**config.mk**
```make
export PLATFORM = sky130hd
export DESIGN_NAME = ppl_dispatch
export DESIGN_NICKNAME = d
export VERILOG_FILES = /design/src/rtl/ppl_dispatch.sv
export SDC_FILE = /design/constraint.sdc
export NUM_CORES = 1
export LEC_CHECK = 0
export CAP_MARGIN = 20
export CORE_UTILIZATION = 45
export CTS_CLUSTER_DIAMETER = 200
export DETAILED_ROUTE_END_ITERATION = 10
export PLACE_DENSITY = 0.8
export SLEW_MARGIN = 20
export SYNTH_ARGS = -nofsm -noshare
export SYNTH_HDL_FRONTEND = slang
export SYNTH_SLANG_ARGS = --single-unit
```
**constraint.sdc**
```tcl
create_clock -name clk -period 6.4 [get_ports clk]
set_clock_uncertainty 0.1 [all_clocks]
set_input_delay 1.28 -clock clk [delete_from_list [all_inputs] [get_ports clk]]
set_output_delay 1.28 -clock clk [all_outputs]
set_load 0.005 [all_outputs]
```
**src/rtl/ppl_dispatch.sv**
```systemverilog
// Ray dispatcher for the raymarch stepping pipeline: issues new rays, catches
// returns PPL_LAT cycles later, recirculates unfinished rays, queues finished
// pixels in a fall-through FIFO, and sequences each frame (start/drain/done).
module ppl_dispatch #(
  parameter int          PPL_LAT    = 6,
  parameter int          MAX_STEPS  = 24,
  parameter logic [12:0] SKY_TEX    = 13'h1F00,
  parameter int          FIFO_DEPTH = 16
) (
  input  logic        clk,
  input  logic        rst,
  input  logic        frame_start,
  output logic        frame_done,
  input  logic        gen_valid,
  output logic        gen_ready,
  input  logic        gen_last,
  input  logic [15:0] gen_pos_x,
  input  logic [15:0] gen_pos_y,
  input  logic [15:0] gen_pos_z,
  input  logic [15:0] gen_slope_x,
  input  logic [15:0] gen_slope_y,
  input  logic [15:0] gen_slope_z,
  input  logic [19:0] gen_pixel_addr,
  output logic        prepare_flag,
  output logic        iss_valid,
  output logic [15:0] iss_pos_x,
  output logic [15:0] iss_pos_y,
  output logic [15:0] iss_pos_z,
  output logic [15:0] iss_slope_x,
  output logic [15:0] iss_slope_y,
  output logic [15:0] iss_slope_z,
  output logic [19:0] iss_pixel_addr,
  output logic [4:0]  iss_block_cnt,
  input  logic [15:0] ret_end_pos_x,
  input  logic [15:0] ret_end_pos_y,
  input  logic [15:0] ret_end_pos_z,
  input  logic [15:0] ret_slope_x,
  input  logic [15:0] ret_slope_y,
  input  logic [15:0] ret_slope_z,
  input  logic [19:0] ret_pixel_addr,
  input  logic [4:0]  ret_block_cnt,
  input  logic        ret_next_en,
  input  logic [12:0] ret_texture_addr,
  output logic        pix_valid,
  input  logic        pix_ready,
  output logic [19:0] pix_addr,
  output logic [12:0] pix_tex_addr
);

  localparam int AW = $clog2(FIFO_DEPTH);
  localparam int CW = AW + 1;
  localparam int SW = CW + 1;
  localparam logic [4:0]    MAX_STEPS_W = 5'(MAX_STEPS);
  localparam logic [SW-1:0] DEPTH_W     = SW'(FIFO_DEPTH);

  typedef enum logic [1:0] {
    S_IDLE  = 2'd0,
    S_RUN   = 2'd1,
    S_DRAIN = 2'd2
  } state_t;

  state_t r_state, w_state_nxt;

  logic [PPL_LAT-1:0] r_live_sr;
  logic [CW-1:0]      r_live_cnt;
  logic [CW-1:0]      r_fifo_cnt;
  logic [AW-1:0]      r_wr_ptr, r_rd_ptr;
  logic [32:0]        r_fifo_mem [FIFO_DEPTH];

  logic        r_iss_valid;
  logic [15:0] r_iss_pos_x, r_iss_pos_y, r_iss_pos_z;
  logic [15:0] r_iss_slope_x, r_iss_slope_y, r_iss_slope_z;
  logic [19:0] r_iss_pixel_addr;
  logic [4:0]  r_iss_block_cnt;

  logic          w_ret_live, w_push, w_recirc, w_accept, w_pop;
  logic          w_credit_ok, w_frame_done;
  logic [SW-1:0] w_occ;
  logic [12:0]   w_push_tex;

  // Return decision: a hit wins over the step limit; anything else goes round again.
  assign w_ret_live  = r_live_sr[PPL_LAT-1];
  assign w_push      = w_ret_live & (ret_next_en | (ret_block_cnt >= MAX_STEPS_W));
  assign w_recirc    = w_ret_live & ~w_push;
  assign w_push_tex  = ret_next_en ? ret_texture_addr : SKY_TEX;

  // Every in-flight ray owns a FIFO slot, so pushes can never overflow.
  assign w_occ       = SW'(r_fifo_cnt) + SW'(r_live_cnt);
  assign w_credit_ok = (w_occ < DEPTH_W);
  assign gen_ready   = (r_state == S_RUN) & ~w_recirc & w_credit_ok;
  assign w_accept    = gen_valid & gen_ready;
  assign w_pop       = pix_valid & pix_ready;

  assign prepare_flag = (r_state == S_IDLE);
  assign frame_done   = w_frame_done;
  assign pix_valid    = (r_fifo_cnt != '0);
  assign {pix_addr, pix_tex_addr} = r_fifo_mem[r_rd_ptr];

  assign iss_valid      = r_iss_valid;
  assign iss_pos_x      = r_iss_pos_x;
  assign iss_pos_y      = r_iss_pos_y;
  assign iss_pos_z      = r_iss_pos_z;
  assign iss_slope_x    = r_iss_slope_x;
  assign iss_slope_y    = r_iss_slope_y;
  assign iss_slope_z    = r_iss_slope_z;
  assign iss_pixel_addr = r_iss_pixel_addr;
  assign iss_block_cnt  = r_iss_block_cnt;

  // Frame state register.
  always_ff @(posedge clk) begin
    // NOTE: sequential state uses non-blocking assignments so every register
    // samples pre-edge values regardless of block ordering.
    if (rst) r_state <= S_IDLE;
    else     r_state <= w_state_nxt;
  end

  // Frame sequencing: start, stop accepting after the last ray, finish when empty.
  always_comb begin
    // NOTE: defaults first so no path leaves an output unassigned (no latches).
    w_state_nxt  = r_state;
    w_frame_done = 1'b0;
    case (r_state)
      S_IDLE:  if (frame_start) w_state_nxt = S_RUN;
      S_RUN:   if (w_accept && gen_last) w_state_nxt = S_DRAIN;
      S_DRAIN: begin
        if (r_live_cnt == '0 && r_fifo_cnt == '0) begin
          w_state_nxt  = S_IDLE;
          w_frame_done = 1'b1;
        end
      end
      default: w_state_nxt = S_IDLE;
    endcase
  end

  // Issue slot: recirculation has priority, then a new ray, else the slot idles.
  always_ff @(posedge clk) begin
    if (rst) begin
      r_iss_valid      <= 1'b0;
      r_iss_pos_x      <= '0;
      r_iss_pos_y      <= '0;
      r_iss_pos_z      <= '0;
      r_iss_slope_x    <= '0;
      r_iss_slope_y    <= '0;
      r_iss_slope_z    <= '0;
      r_iss_pixel_addr <= '0;
      r_iss_block_cnt  <= '0;
    end else if (w_recirc) begin
      r_iss_valid      <= 1'b1;
      r_iss_pos_x      <= ret_end_pos_x;
      r_iss_pos_y      <= ret_end_pos_y;
      r_iss_pos_z      <= ret_end_pos_z;
      r_iss_slope_x    <= ret_slope_x;
      r_iss_slope_y    <= ret_slope_y;
      r_iss_slope_z    <= ret_slope_z;
      r_iss_pixel_addr <= ret_pixel_addr;
      r_iss_block_cnt  <= ret_block_cnt;
    end else if (w_accept) begin
      r_iss_valid      <= 1'b1;
      r_iss_pos_x      <= gen_pos_x;
      r_iss_pos_y      <= gen_pos_y;
      r_iss_pos_z      <= gen_pos_z;
      r_iss_slope_x    <= gen_slope_x;
      r_iss_slope_y    <= gen_slope_y;
      r_iss_slope_z    <= gen_slope_z;
      r_iss_pixel_addr <= gen_pixel_addr;
      r_iss_block_cnt  <= '0;
    end else begin
      r_iss_valid      <= 1'b0;
    end
  end

  // Track which pipeline slots hold live rays and how many rays are in flight.
  always_ff @(posedge clk) begin
    if (rst) begin
      r_live_sr  <= '0;
      r_live_cnt <= '0;
    end else begin
      r_live_sr <= {r_live_sr[PPL_LAT-2:0], r_iss_valid};
      case ({w_accept, w_push})
        2'b10:   r_live_cnt <= r_live_cnt + CW'(1);
        2'b01:   r_live_cnt <= r_live_cnt - CW'(1);
        default: r_live_cnt <= r_live_cnt;
      endcase
    end
  end

  // FIFO pointers and occupancy; push and pop in one cycle are both honoured.
  always_ff @(posedge clk) begin
    if (rst) begin
      r_wr_ptr   <= '0;
      r_rd_ptr   <= '0;
      r_fifo_cnt <= '0;
    end else begin
      if (w_push) r_wr_ptr <= r_wr_ptr + AW'(1);
      if (w_pop)  r_rd_ptr <= r_rd_ptr + AW'(1);
      case ({w_push, w_pop})
        2'b10:   r_fifo_cnt <= r_fifo_cnt + CW'(1);
        2'b01:   r_fifo_cnt <= r_fifo_cnt - CW'(1);
        default: r_fifo_cnt <= r_fifo_cnt;
      endcase
    end
  end

  // FIFO storage for {pixel address, texture address}.
  always_ff @(posedge clk) begin
    // NOTE: storage is not reset; the occupancy count alone decides validity.
    if (w_push) r_fifo_mem[r_wr_ptr] <= {ret_pixel_addr, w_push_tex};
  end

endmodule

```
==> flow_summary.toml <==
[outcome]
outcome = "complete, no violations"

[global_routing]
grt_busiest_layer = "met2"
grt_pass1_wl_um = 115700
overflow = 0
met1_usage_pct = 31.56
use_met3_pct = 6.090
grt_start_max_net_pins = 99
grt_antenna_before_repair = 30
grt_util_met2_pct = 45.15
grt_usage_pct = 26.88
grt_pass1_vias = 17280

[placement]
io_buffers = 415
postPlaceCellArea_um2 = 31630
globalplace.congestion = 0.9584
hpwl_um = 52660

[logic_synthesis]
synth_area_leader_cell = "edfxtp_1"
synthDistinctLibCells = 40
synth_ff_type = "edfxtp_1"
muxShareOfSynthArea_pct = 14.21
synth_top_area_share_pct = 59.66
syn_area_per_cell_um2 = 16.67
syn_nets = 1870
synth_commonest_cells = "edfxtp_1 (528), mux4_2 (165), dfxtp_1 (152)"
synthArstFlopShare_pct = 0
synth.most_common_cell = "edfxtp_1"
synth_top_family_by_area = "multiplexers"
seq_area_frac_synth_pct = 71.11
synth-adder-area-share_pct = 0.9510
synth_xor_area_share_pct = 0.3955
ys_ff_latch = 680
synth_compound_area_share_pct = 5.871
ys.warnings.count = 0
synth_edf_count = 528
synthSimpleGateAreaFrac_pct = 5.315
syn-cell-area_um2 = 26580
syn_inst = 1594
synth.area.top_cells = "edfxtp_1 (60%), mux4_2 (14%), dfxtp_1 (11%)"

[route]
drc = 0
routed_wl_um = 81030
first_pass_iters = 6
postRouteAntennaNets = 0
drt-initial-drc-count = 1369
vias = 16540
routed_via_density = 5.813
routedWlPerCell_um = 28.47

[floorplan]
fp.dieH_um = 245.0
dieWidth_um = 245.0
core_region_area_um2 = 58030
die-area_um2 = 60030
rows = 88
ios = 416
start_util_pct = 45.80

[sta]
fin_crit_sh_pct = 76.50
rsz0062_at_grt = "no"
maxSlewViolCount = 0
totalNegativeSetupSlack_ps = 0
worst_pin_slew_ps = 1128
fin_crit_ps = 4896
setup_violations = 0
max_freq_ghz = 0.2043
hold_violations = 0
slew_headroom_pct = 24.79

[worst_hold_path]
hold_path_class = "reg2reg"
min-delay-start = "r_live_sr[3]$_SDFF_PP0_"
min_to = "r_live_sr[4]$_SDFF_PP0_"
hold_path_depth = 1

[clock_network]
cts_root_buf = "clkbuf_16"
post_cts_buffers = 0
cts_buffer_depth = 3
cts.sinks = 680
htreeDepth = 3
cts_tree = "built"
clk_latency_ps = 620
holdBufCountCts = 0
clk_pin_slew_worst_paths_ps = 60
cts_buffers = 69
cts.repair.resized = 0

[finish]
fillCellCount = 4260
design_area_um2 = 34060
seq_area_um2 = 18910
multi_input_area_um2 = 7246
areaGrowthSynthToFinish_pct = 28.18
nNetsFinal = 2276
drive_gt1_share_pct = 16.02

[worst_setup_path]
reg2reg_from = "r_fifo_cnt[1]$_SDFFE_PP0P_"
worst-path-buf-inv = 2
crit_required_ps = 5020
path_delay_family = "multiplexers"
cp_max_fo = 33
reg2regPathDepth = 12
cp_slowest_cell = "dfxtp_4"
cp-start-kind = "flip-flop"
crit_chain = "buf_4 -> mux4_2 -> mux4_2 -> clkdlybuf4s50_1"
r2r_end = "r_live_cnt[4]$_SDFFE_PP0P_"
worstSetupPathType = "reg2out"
r2r_slack_ps = 2710
critPathMaxStageDelay_ps = 810
cpMostUsedCell = "mux4_2"
cp-end-kind = "output port"
cp.arrival_ps = 3520

[power_and_ir_drop]
p_total_mw = 9.324
p_leak_nw = 10.77
power.density_nw_per_um2 = 273.7
irDropWorstVdd_v = 0.0002154

[flow_run]
drv_cap = 0
-- through the flow --
stage          hold WS [ps]  setup slack (ps)  util, %  instances
4_1_cts               343.5              1388    58.44       2815
3_5_place_dp          329.0              1501    54.51       2690
2_1_floorplan         313.8              1623        -       1594
3_3_place_gp          329.6              1538    54.32       2686
5_1_grt               362.6              1280    58.68       2841
6_report              340.8              1504    58.70       2846
-- worst max path at each step --
stage                           from                          to  slack [ps]  cells past startpoint
floorplan           ret_block_cnt[3]  r_fifo_mem[3][0]$_DFFE_PP_        1620                      5
global placement         ret_next_en  r_live_cnt[4]$_SDFFE_PP0P_        1540                     11
detailed placement       ret_next_en  r_live_cnt[4]$_SDFFE_PP0P_        1500                     11
CTS                        flip-flop             pix_tex_addr[6]        1390                      4
global route               flip-flop             pix_tex_addr[6]        1280                      4
finish                     flip-flop                pix_addr[15]        1500                      4
-- metal layers --
metal	vias up	wire, um
met1	8473	28580
met4	2	5125
met5	-	17
met2	838	41240
li1	7047	-
met3	183	6072
-- power breakdown --
part	switching, mW	internal [mW]
clock	1.75	2.33
combinational	0.201	0.236
sequential	0.0235	4.79
-- sequential cells by signal, summed over array words and instances, names as in the netlist, 16 cells and up, named ones only --
signal / cells
iss_pixel_addr: 20
iss_pos_x: 16
iss_pos_y: 16
iss_pos_z: 16
iss_slope_x: 16
iss_slope_y: 16
iss_slope_z: 16
r_fifo_mem: 528
-- cells in the final DEF (no fill, tap or decap), types with 14 or more instances in the layout --
| master | netlist | routed |
|---|---|---|
| ha_1 | 17 | 17 |
| clkinv_1 | 0 | 14 |
| mux4_2 | 165 | 165 |
| nand2_1 | 139 | 138 |
| edfxtp_1 | 528 | 528 |
| dfxtp_1 | 152 | 148 |
| clkdlybuf4s50_1 | 0 | 414 |
| a211oi_1 | 107 | 107 |
| clkbuf_16 | 0 | 70 |
| diode_2 | 0 | 27 |
| nor2_1 | 151 | 139 |
| a21oi_1 | 123 | 123 |
| buf_4 | 5 | 24 |
-- cells by family after synthesis --
logic type / after synthesis
AND/OR/NAND/NOR: 343
XOR/XNOR: 12
buffers and inverters: 121
multiplexers: 171
flip-flops: 680
AO/OA/AOI/OAI: 248
adder cells (fa/ha/maj): 19
-- cell type report --
| class | instances | share of cell area [%] |
|---|---|---|
| sequential | 680 | 55.51 |
| inverter | 7 | 0.07714 |
| tap | 765 | 2.810 |
| timing repair buffer | 449 | 13.45 |
| clock buffer | 83 | 5.432 |
| clock inverter | 42 | 1.253 |
| multi-input combinational | 793 | 21.27 |
| antenna | 27 | 0.1983 |
Power figures use the tool's default switching activity.
